$ cat src/rtl/counter_seq_ctrl.sv
// Sequencing controller around a WIDTH-bit up counter: configurable period / one-shot timer
// with valid/ready configuration, start/hold/abort control, tick pulse and done flag.
module counter_seq_ctrl #(
   parameter int unsigned WIDTH = 3
) (
   input  logic             clk,
   input  logic             reset,
   input  logic             cfg_valid,
   output logic             cfg_ready,
   input  logic [WIDTH-1:0] cfg_limit,
   input  logic             cfg_reload,
   input  logic             start,
   input  logic             hold,
   input  logic             abort,
   output logic [WIDTH-1:0] q,
   output logic             busy,
   output logic             tick,
   output logic             done
);

   typedef enum logic [1:0] {StIdle, StArmed, StRun, StDone} state_e;

   state_e           r_state, w_state_d;
   logic [WIDTH-1:0] r_q, w_q_d;
   logic [WIDTH-1:0] r_limit, w_limit_d;
   logic             r_reload, w_reload_d;
   logic             r_tick, w_tick_d;
   logic             w_cfg_hs;

   always_ff @(posedge clk) begin
      if (reset) begin
         r_state  <= StIdle;
         r_q      <= '0;
         r_limit  <= '0;
         r_reload <= 1'b0;
         r_tick   <= 1'b0;
      end else begin
         r_state  <= w_state_d;
         r_q      <= w_q_d;
         r_limit  <= w_limit_d;
         r_reload <= w_reload_d;
         r_tick   <= w_tick_d;
      end
   end

   // Ready comes from the state register alone, so the handshake never loops through inputs.
   assign w_cfg_hs = cfg_valid && (r_state != StRun);

   always_comb begin
      w_state_d  = r_state;
      w_q_d      = r_q;
      w_limit_d  = r_limit;
      w_reload_d = r_reload;
      w_tick_d   = 1'b0;
      if (abort) begin
         w_state_d = StIdle;
         w_q_d     = '0;
      end else begin
         unique case (r_state)
            StIdle: begin
               w_q_d = '0;
               if (w_cfg_hs) begin
                  w_limit_d  = cfg_limit;
                  w_reload_d = cfg_reload;
                  w_state_d  = StArmed;
               end
            end
            StArmed: begin
               w_q_d = '0;
               if (w_cfg_hs) begin
                  w_limit_d  = cfg_limit;
                  w_reload_d = cfg_reload;
               end else if (start) begin
                  w_state_d = StRun;
               end
            end
            StRun: begin
               if (!hold) begin
                  if (r_q == r_limit) begin
                     w_tick_d = 1'b1;
                     if (r_reload) begin
                        w_q_d = '0;
                     end else begin
                        w_state_d = StDone;
                     end
                  end else begin
                     w_q_d = r_q + WIDTH'(1);
                  end
               end
            end
            StDone: begin
               if (w_cfg_hs) begin
                  w_limit_d  = cfg_limit;
                  w_reload_d = cfg_reload;
                  w_q_d      = '0;
                  w_state_d  = StArmed;
               end else if (start) begin
                  w_q_d     = '0;
                  w_state_d = StRun;
               end
            end
            default: begin
               w_state_d = StIdle;
               w_q_d     = '0;
            end
         endcase
      end
   end

   always_comb begin
      cfg_ready = (r_state != StRun);
      busy      = (r_state == StRun);
      done      = (r_state == StDone);
      q         = r_q;
      tick      = r_tick;
   end

endmodule

$ cat config.mk
export PLATFORM = sky130hd
export DESIGN_NAME = counter_seq_ctrl
export DESIGN_NICKNAME = d
export VERILOG_FILES = /design/src/rtl/counter_seq_ctrl.sv
export SDC_FILE = /design/constraint.sdc
export NUM_CORES = 1
export LEC_CHECK = 0
export ABC_CLOCK_PERIOD_IN_PS = 3900
export CAP_MARGIN = 10
export CORE_MARGIN = 4
export CORE_UTILIZATION = 32
export CTS_CLUSTER_SIZE = 28
export DETAILED_ROUTE_END_ITERATION = 12
export PLACE_DENSITY = 0.65
export SLEW_MARGIN = 20
export SYNTH_ARGS = -nofsm -noshare
export SYNTH_HDL_FRONTEND = slang
export SYNTH_SLANG_ARGS = --single-unit
$ cat constraint.sdc
create_clock -name clk -period 3.9 [get_ports clk]
set_clock_uncertainty 0.15 [all_clocks]
set_input_delay 0.39 -clock clk [delete_from_list [all_inputs] [get_ports clk]]
set_output_delay 0.39 -clock clk [all_outputs]
set_load 0.02 [all_outputs]
==> out/results.ini <==
[detailed_routing]
ant_nets = 0
avgRoutedWirePerCell_um = 11.38
vias_per_cell = 5.165
drc_errors = 0
drt_pass1_iterations = 4
route.final.wire_length_um = 967
vias = 439
dr.first_iter.drc_count = 7

[synthesis]
synth_area_leader_cell = dfxtp_1
synth_area_leaders = dfxtp_1, mux2i_1, nor2_1
synthTopCellsByCount = dfxtp_1, nor2_1, mux2i_1, nand2_1, xnor2_1
synth_area_um2 = 478.0
seq_area_frac_synth_pct = 41.88
ys_warn_count = 0
syn_inst = 51
synth_cell_types = 25
avgSynthCellArea_um2 = 9.372
post-synth-top-area-fraction_pct = 41.88
synthArstFlopShare_pct = 0
synth_edf_count = 0
synth.most_common_cell = dfxtp_1
syn_nets = 62
ys.flop_type = dfxtp_1
yosys_register_bits = 10

[clock_tree]
cts_resized = 0
cts.hold.buffers_added = 0
clockBufferDepth = 2
cts_tree = built
clk_pin_slew_ns = 0.06
cts_buffers = 3
clk_latency_ns = 0.26
cts_root_buffer = clkbuf_4
cts_setup_buffers = 0
cts_sinks = 10
htreeDepth = 1

[placement]
post-dp-hpwl_um = 773.4
gp_congestion = 0.8027
place_worst_setup_slack_ns = 2.042
placed_area_um2 = 656.9
io_buffers = 16
dp_cells = 82

[timing]
rsz0062_at_grt = false
drv_slew = 0
hold_violations = 0
max_slew_margin_pct = 78.07
timing.final.ws_setup_ns = 1.844
finalSetupViolCount = 0
worst_pin_slew_ns = 0.3286
max_freq_mhz = 486.5
post-route-min-period_ns = 2.056
fin_tns_setup_ns = 0
post-route-period-util_pct = 52.71

[floorplanning]
io_pins = 17
core_um2 = 1350
die_area_um2 = 2176
die_y_um = 46.65
fp.dieW_um = 46.65
rows = 13
initial_core_util_pct = 35.40

[cells_and_area]
drive_above_1_share_pct = 10.00
fin_util_pct = 50.32
fill_cells = 132
final_cells = 85
diodes = 0
final_nets = 83
synthToLayoutAreaGrowth_pct = 42.15
fin_area_um2 = 679.4

[setup_path]
worstPathRequired_ns = 3.36
reg2reg_depth = 5
crit_type = reg2out
cp-endpoint = busy
crit_start = r_state[0]
r2r-start = r_state[0]
start_kind = register
end_kind = output pin
r2r_setup_slack_ns = 2.40
worst-path-max-fanout = 7
timing.rr.end = r_limit[2]
crit_arrival_ns = 1.52

[grt]
gr-total-overflow = 0
grt_max_degree = 8
grt_pass1_vias = 426
grt_usage_pct = 11.45
grt_first_pass_wirelength_um = 1718
antenna_found_initial = 0

[worst_hold_path]
hold_path.class = reg2reg

[pwr]
p_leak_nw = 0.2540
powerDensity_nw_per_um2 = 297.9
ir_drop_mv = 0.2044

[run]
maxCapViolations = 0

[status]
status = finished, final reports clean

layer usage:
layer  track usage, %  vias up  wire length [um]
met2            16.76       20               425
li1                 -      221                 -
met5                0        -                 0
met4            8.287        0                25
met1            13.95      194               438
met3            3.516        4                78
state kept, by name (all words and copies together), names as in the netlist:
| register | cells |
|---|---|
| r_state | 2 |
| r_limit | 3 |
| r_reload | 1 |
| q | 3 |
| tick | 1 |
worst max-delay path, cell delays in order (launching register included):
cell and delay [ns]:
dfxtp_1 0.36, nand2b_2 0.20, inv_2 0.09, clkdlybuf4s50_1 0.61
cell usage in the layout, fill, tap and decap left out, drive strengths merged, types with 2 or more instances in the layout:
cell | Yosys | layout
clkdlybuf4s50 | 0 | 16
dfxtp | 10 | 10
nor2 | 7 | 7
mux2i | 4 | 4
nand2 | 4 | 4
xnor2 | 3 | 3
clkbuf | 0 | 3
nor3 | 2 | 2
o21ai | 2 | 2
a21oi | 2 | 2
nand2b | 2 | 2
inv | 2 | 2
nor3b | 2 | 2
how the worst min path moves through the flow:
stage	end	cells past startpoint	start
final	r_limit[1]	2	r_limit[1]
after global routing	r_limit[1]	2	r_limit[1]
after CTS	r_limit[1]	2	r_limit[1]
after detailed placement	r_limit[2]	2	r_limit[2]
after global placement	r_limit[2]	2	r_limit[2]
after floorplan	r_limit[0]	1	reset
final cells by class:
type                    instances  area [um2]  area share (%)
multi-input cells              39       270.3           39.78
flip-flops and latches         10       200.2           29.47
repair buffers                 16       160.2           23.57
clock buffers                   3       22.52           3.315
well taps                      15       18.77           2.762
inverters                       2       7.507           1.105
cells by family (layout without fill, tap and decap cells):
family | count (synthesis) | after routing | synth area share (%)
flip-flops | 10 | 10 | 41.88
adder cells (fa/ha/maj) | 1 | 1 | 2.617
multiplexers | 5 | 5 | 10.73
AO/OA/AOI/OAI | 7 | 7 | 9.687
AND/OR/NAND/NOR | 23 | 23 | 28.01
buffers and inverters | 2 | 21 | 1.569
XOR/XNOR | 3 | 3 | 5.498
report_power, final:
part	switching [mW]	total, mW	internal [mW]	leakage (nW)
Sequential	0.00238	0.107	0.105	0.0812
Clock	0.0325	0.0680	0.0355	0.0138
Combinational	0.0109	0.0271	0.0162	0.159
Total	0.0457	0.202	0.157	0.254
through the flow:
stage / total power, mW / hold WS [ns]
after floorplan: 0.1226 / 0.3124
after global placement: 0.1367 / 0.3627
after detailed placement: 0.1369 / 0.3683
after CTS: 0.2054 / 0.3851
after global routing: 0.2125 / 0.4111
final: 0.2024 / 0.3743
Power figures use the tool's default switching activity.
